==> config.mk <==
export PLATFORM = sky130hd
export DESIGN_NAME = trend_detect
export DESIGN_NICKNAME = d
export VERILOG_FILES = /design/src/rtl/trend_detect.sv
export SDC_FILE = /design/constraint.sdc
export NUM_CORES = 1
export LEC_CHECK = 0
export CORE_MARGIN = 5
export CORE_UTILIZATION = 40
export CTS_BUF_LIST = sky130_fd_sc_hd__clkbuf_2 sky130_fd_sc_hd__clkbuf_4 sky130_fd_sc_hd__clkbuf_8
export DETAILED_ROUTE_END_ITERATION = 8
export GPL_TIMING_DRIVEN = 0
export PLACE_DENSITY = 0.6
export SKIP_CTS_REPAIR_TIMING = 1
export SLEW_MARGIN = 20
export SYNTH_ARGS = -nofsm -noshare
export SYNTH_HDL_FRONTEND = slang
export SYNTH_SLANG_ARGS = --single-unit
==> constraint.sdc <==
create_clock -name clk -period 4.49 [get_ports clk]
set_input_delay 0.6735 -clock clk [delete_from_list [all_inputs] [get_ports clk]]
set_output_delay 0.6735 -clock clk [all_outputs]
set_load 0.01 [all_outputs]
==> src/rtl/trend_detect.sv <==
// trend_detect
//   Classifies each accepted sample against the previously accepted sample
//   as FLAT, UP (+1), DOWN (-1) or ERR (any larger step). It also tracks the
//   length of the current run of identical classifications and a total count
//   of ERR classifications. All outputs are registered and appear one cycle
//   after the sample that produced them.
//
// Parameters
//   WIDTH   sample width (2..16)
//   RUN_W   width of run_len / err_cnt (both saturate at all-ones)
//   WRAP_EN 1: +1/-1 steps wrap modulo 2^WIDTH; 0: max->0 and 0->max are ERR
//
// Ports
//   clk        rising-edge clock
//   reset      asynchronous active-high reset
//   data_valid sample qualifier
//   data       sample value
//   clear      synchronous clear of history, outputs and counters (beats data_valid)
//   incr/decr/error  one-hot (or all-zero) classification of the last sample
//   out_valid  one-cycle pulse after each accepted sample
//   run_len    consecutive samples with the same classification
//   err_cnt    total ERR classifications since reset/clear
//   trend      state: EMPTY=0 FLAT=1 UP=2 DOWN=3 ERR=4
module trend_detect #(
  parameter int WIDTH   = 4,
  parameter int RUN_W   = 4,
  parameter int WRAP_EN = 1
) (
  input  logic             clk,
  input  logic             reset,
  input  logic             data_valid,
  input  logic [WIDTH-1:0] data,
  input  logic             clear,
  output logic             incr,
  output logic             decr,
  output logic             error,
  output logic             out_valid,
  output logic [RUN_W-1:0] run_len,
  output logic [RUN_W-1:0] err_cnt,
  output logic [2:0]       trend
);

  typedef enum logic [2:0] {
    EMPTY = 3'd0,
    FLAT  = 3'd1,
    UP    = 3'd2,
    DOWN  = 3'd3,
    ERR   = 3'd4
  } state_t;

  localparam logic [RUN_W-1:0] CNT_MAX = '1;
  localparam logic [RUN_W-1:0] CNT_ONE = RUN_W'(1);

  state_t             state_reg, state_next;
  state_t             cls;
  logic [WIDTH-1:0]   prev_reg, prev_next;
  logic               incr_reg, incr_next;
  logic               decr_reg, decr_next;
  logic               error_reg, error_next;
  logic               out_valid_reg, out_valid_next;
  logic [RUN_W-1:0]   run_len_reg, run_len_next;
  logic [RUN_W-1:0]   err_cnt_reg, err_cnt_next;
  logic               is_up, is_down;

  // Step detection. The wrapping form compares in WIDTH bits so the +/-1
  // naturally rolls over; the linear form adds a guard bit so a rollover
  // produces a value no WIDTH-bit sample can equal.
  generate
    if (WRAP_EN != 0) begin : g_wrap
      logic [WIDTH-1:0] prev_inc, prev_dec;
      assign prev_inc = prev_reg + 1'b1;
      assign prev_dec = prev_reg - 1'b1;
      assign is_up    = (data == prev_inc);
      assign is_down  = (data == prev_dec);
    end else begin : g_linear
      logic [WIDTH:0] data_ext, prev_ext, prev_inc, prev_dec;
      assign data_ext = {1'b0, data};
      assign prev_ext = {1'b0, prev_reg};
      assign prev_inc = prev_ext + 1'b1;
      assign prev_dec = prev_ext - 1'b1;
      assign is_up    = (data_ext == prev_inc);
      assign is_down  = (data_ext == prev_dec);
    end
  endgenerate

  // Classification in priority order: equal, +1, -1, anything else.
  always_comb begin
    cls = ERR;
    if (data == prev_reg) begin
      cls = FLAT;
    end else if (is_up) begin
      cls = UP;
    end else if (is_down) begin
      cls = DOWN;
    end
  end

  always_comb begin
    state_next     = state_reg;
    prev_next      = prev_reg;
    run_len_next   = run_len_reg;
    err_cnt_next   = err_cnt_reg;
    out_valid_next = 1'b0;

    if (clear) begin
      state_next   = EMPTY;
      run_len_next = '0;
      err_cnt_next = '0;
    end else if (data_valid) begin
      out_valid_next = 1'b1;
      prev_next      = data;
      if (state_reg == EMPTY) begin
        // First sample only seeds the history; nothing to compare against.
        state_next   = FLAT;
        run_len_next = '0;
      end else begin
        state_next = cls;
        if (cls == state_reg) begin
          if (run_len_reg != CNT_MAX) begin
            run_len_next = run_len_reg + 1'b1;
          end
        end else begin
          run_len_next = CNT_ONE;
        end
        if ((cls == ERR) && (err_cnt_reg != CNT_MAX)) begin
          err_cnt_next = err_cnt_reg + 1'b1;
        end
      end
    end

    // Flags are a pure function of the next state, so they hold together
    // with the state when no sample is accepted.
    incr_next  = (state_next == UP);
    decr_next  = (state_next == DOWN);
    error_next = (state_next == ERR);
  end

  always_ff @(posedge clk or posedge reset) begin
    if (reset) begin
      state_reg     <= EMPTY;
      prev_reg      <= '0;
      incr_reg      <= 1'b0;
      decr_reg      <= 1'b0;
      error_reg     <= 1'b0;
      out_valid_reg <= 1'b0;
      run_len_reg   <= '0;
      err_cnt_reg   <= '0;
    end else begin
      state_reg     <= state_next;
      prev_reg      <= prev_next;
      incr_reg      <= incr_next;
      decr_reg      <= decr_next;
      error_reg     <= error_next;
      out_valid_reg <= out_valid_next;
      run_len_reg   <= run_len_next;
      err_cnt_reg   <= err_cnt_next;
    end
  end

  assign incr      = incr_reg;
  assign decr      = decr_reg;
  assign error     = error_reg;
  assign out_valid = out_valid_reg;
  assign run_len   = run_len_reg;
  assign err_cnt   = err_cnt_reg;
  assign trend     = state_reg;

endmodule

==> run metrics <==
starting density of the core 42.4%; Reg clk slew, reported paths 0.12 ns; met1 usage 18.4%; RSZ-0062 raised after global routing false; DIE AREA 4160 um^2; met3 usage 3.80%; vias per cell approximately 5.4; CTS tree yes; Final Wtd Congestion between 0.7 and 0.8; number of synthesized flops with an enable pin 0; filler cell count 261; ant diodes 0; Worst slew margin 50.5%; achievable frequency 399 MHz; Die Y ~65 um; clock tree sinks 19; largest net degree at the start of global routing 20; Yosys warnings 0; Worst Path Required 4.72 ns; clk_lat worst skew 0.31 ns; Worst-Margin Slew 0.742 ns; crit path max fanout 5; die extent in x around 65 um; FF+latch count, synth 19; crit start category input pin; VDD IR max 0.223 mV; Setup Viol. Count Final 0; Power per Cell Area approximately 290 nW/um^2; outcome completed; CTS Buf Count 3; synth top area cells dfrtp_1 40%, xor2_1 5.2%, ha_1 4.2%, mux2_2 3.8%, nor2_1 2.8%; Total GRT Usage 13.1%; gr busiest metal met2; Min-Delay Path Class reg2reg; mean cell area of the mapped netlist 10.5 um^2; setup_tns 0 ns; Arrival @ worst endpoint 2.74 ns; final slew viol count 0; Layout area overhead 24.3%; share of flip-flops with an asynchronous set or reset 100%; drt pass-1 iters 3; LEAKAGE 0.658 nW; global route overflow 0; GR Layer Usage met2 between 20% and 30%; clk buf depth 2; area leader, netlist dfrtp_1; initial detailed-routing violation count 33; final WL around 2400 um; crit path time final around 2.5 ns; H-tree depth 1; CTS root buffer clkbuf_4; top cell type's share of synthesized area 40.0%; Hold Fails Final Rpt 0; initial antenna violation count 0; post-synthesis cell area 1190 um^2; PortBufs 22; Unique masters post-synth 38; WS Path Type in2reg; Final Cycle Share 55.8%; ANT nets after route 0; HPWL after DPL 1850 um; crit end category flip-flop; core area 2810 um^2; Mapped Cells 113; Rows 19; vias in the first global route 950; first-pass GRT wire length 4410 um; drt wl/cell 14.2 um; clock skew 0.00909 ns; Final #Nets around 150; share of post-route cells with drive strength above 1 12.9%; vias after detailed routing between 900 and 1000; syn_nets 125; Primary FF master, synth dfrtp_1; maxcap violations 0; sequential area share after synthesis 40.0%; I/O pin count 23; fin util 52.7%; DRC Markers 0
layout make-up:
| cell class | instances | area [um^2] | share of cell area [%] |
|---|---|---|---|
| timing repair buffer | 22 | 220 | 14.9 |
| clock buffer | 3 | 22.5 | 1.52 |
| tap | 31 | 38.8 | 2.62 |
| multi-input combinational | 86 | 683 | 46.2 |
| clock inverter | 1 | 7.51 | 0.508 |
| inverter | 5 | 18.8 | 1.27 |
| sequential | 19 | 475 | 32.2 |
| buffer | 3 | 11.3 | 0.762 |
Yosys cell counts, types with 2 or more instances:
library cell / n
o22a_1: 2
ha_1: 4
a211oi_2: 2
nand2_1: 5
nand3b_1: 2
mux2i_1: 2
xnor2_1: 2
xor2_1: 7
dfrtp_1: 19
a21oi_1: 4
nand2b_1: 4
clkbuf_1: 3
nor2b_1: 2
mux2_2: 4
xor2_2: 2
nor3b_1: 4
o22ai_1: 3
nor3_1: 3
inv_1: 5
o21ai_0: 2
and3_1: 2
nor2_1: 9
nand3_1: 6
worst max-delay path, stage by stage:
cell	delay (ns)
clkdlybuf4s50_1	0.46
xor2_2	0.21
nor4_1	0.59
and3b_1	0.26
a32o_1	0.22
o22ai_1	0.12
a211oi_2	0.22
per-layer routing:
| layer | routed length (um) | up-vias |
|---|---|---|
| li1 | - | 456 |
| met1 | 1250 | 444 |
| met2 | 1100 | 14 |
| met3 | 72 | 0 |
| met4 | 0 | 0 |
| met5 | 0 | - |
through the flow:
step	total power [mW]	instances	hold slack [ns]	setup WS (ns)	instance area, um^2
final	0.433	170	0.587	1.98	1480
after global routing	0.463	170	0.599	1.89	1480
after CTS	0.438	170	0.591	2.00	1480
after detailed placement	0.340	166	0.562	1.66	1450
after global placement	0.339	166	0.542	1.68	1450
after floorplan	0.298	113	0.545	2.37	1190
layout by cell type, fill, tap and decap left out, types with 3 or more instances in the layout:
cell,Yosys,layout
nand2b_1,4,4
dfrtp_1,19,19
nand3_1,6,6
clkbuf_1,3,3
nand2_1,5,5
ha_1,4,4
nor3b_1,4,4
a21oi_1,4,4
mux2_2,4,4
inv_1,5,5
o22ai_1,3,3
xor2_1,7,7
clkbuf_4,0,3
nor3_1,3,3
clkdlybuf4s50_1,0,22
nor2_1,9,9
cells by family after synthesis:
group | Yosys count | synth area share, %
XOR/XNOR | 13 | 13.3
flip-flops | 19 | 40.0
AND/OR/NAND/NOR | 45 | 21.4
AO/OA/AOI/OAI | 18 | 13.2
adder cells (fa/ha/maj) | 4 | 4.21
buffers and inverters | 8 | 2.53
multiplexers | 6 | 5.47
power breakdown:
part | internal [mW] | leakage (nW) | switching [mW]
registers | 0.183 | 0.253 | 0.0172
logic | 0.0684 | 0.392 | 0.0675
clock network | 0.0340 | 0.0139 | 0.0624
total | 0.286 | 0.658 | 0.147
worst paths after layout:
| path | slack, ns | to | cells past startpoint | startpoint |
|---|---|---|---|---|
| hold reg to reg | 0.59 | prev_reg[3] | 1 | prev_reg[3] |
| min in group asynchronous | 0.77 | prev_reg[0] | 2 | reset |
| setup / recovery | 1.98 | run_len[2] | 7 | data[3] |
| setup reg to reg | 2.14 | run_len[2] | 8 | prev_reg[0] |
| hold / removal | 0.59 | prev_reg[3] | 1 | prev_reg[3] |
| max in group asynchronous | 3.25 | err_cnt[2] | 2 | reset |
Power figures use the tool's default switching activity.
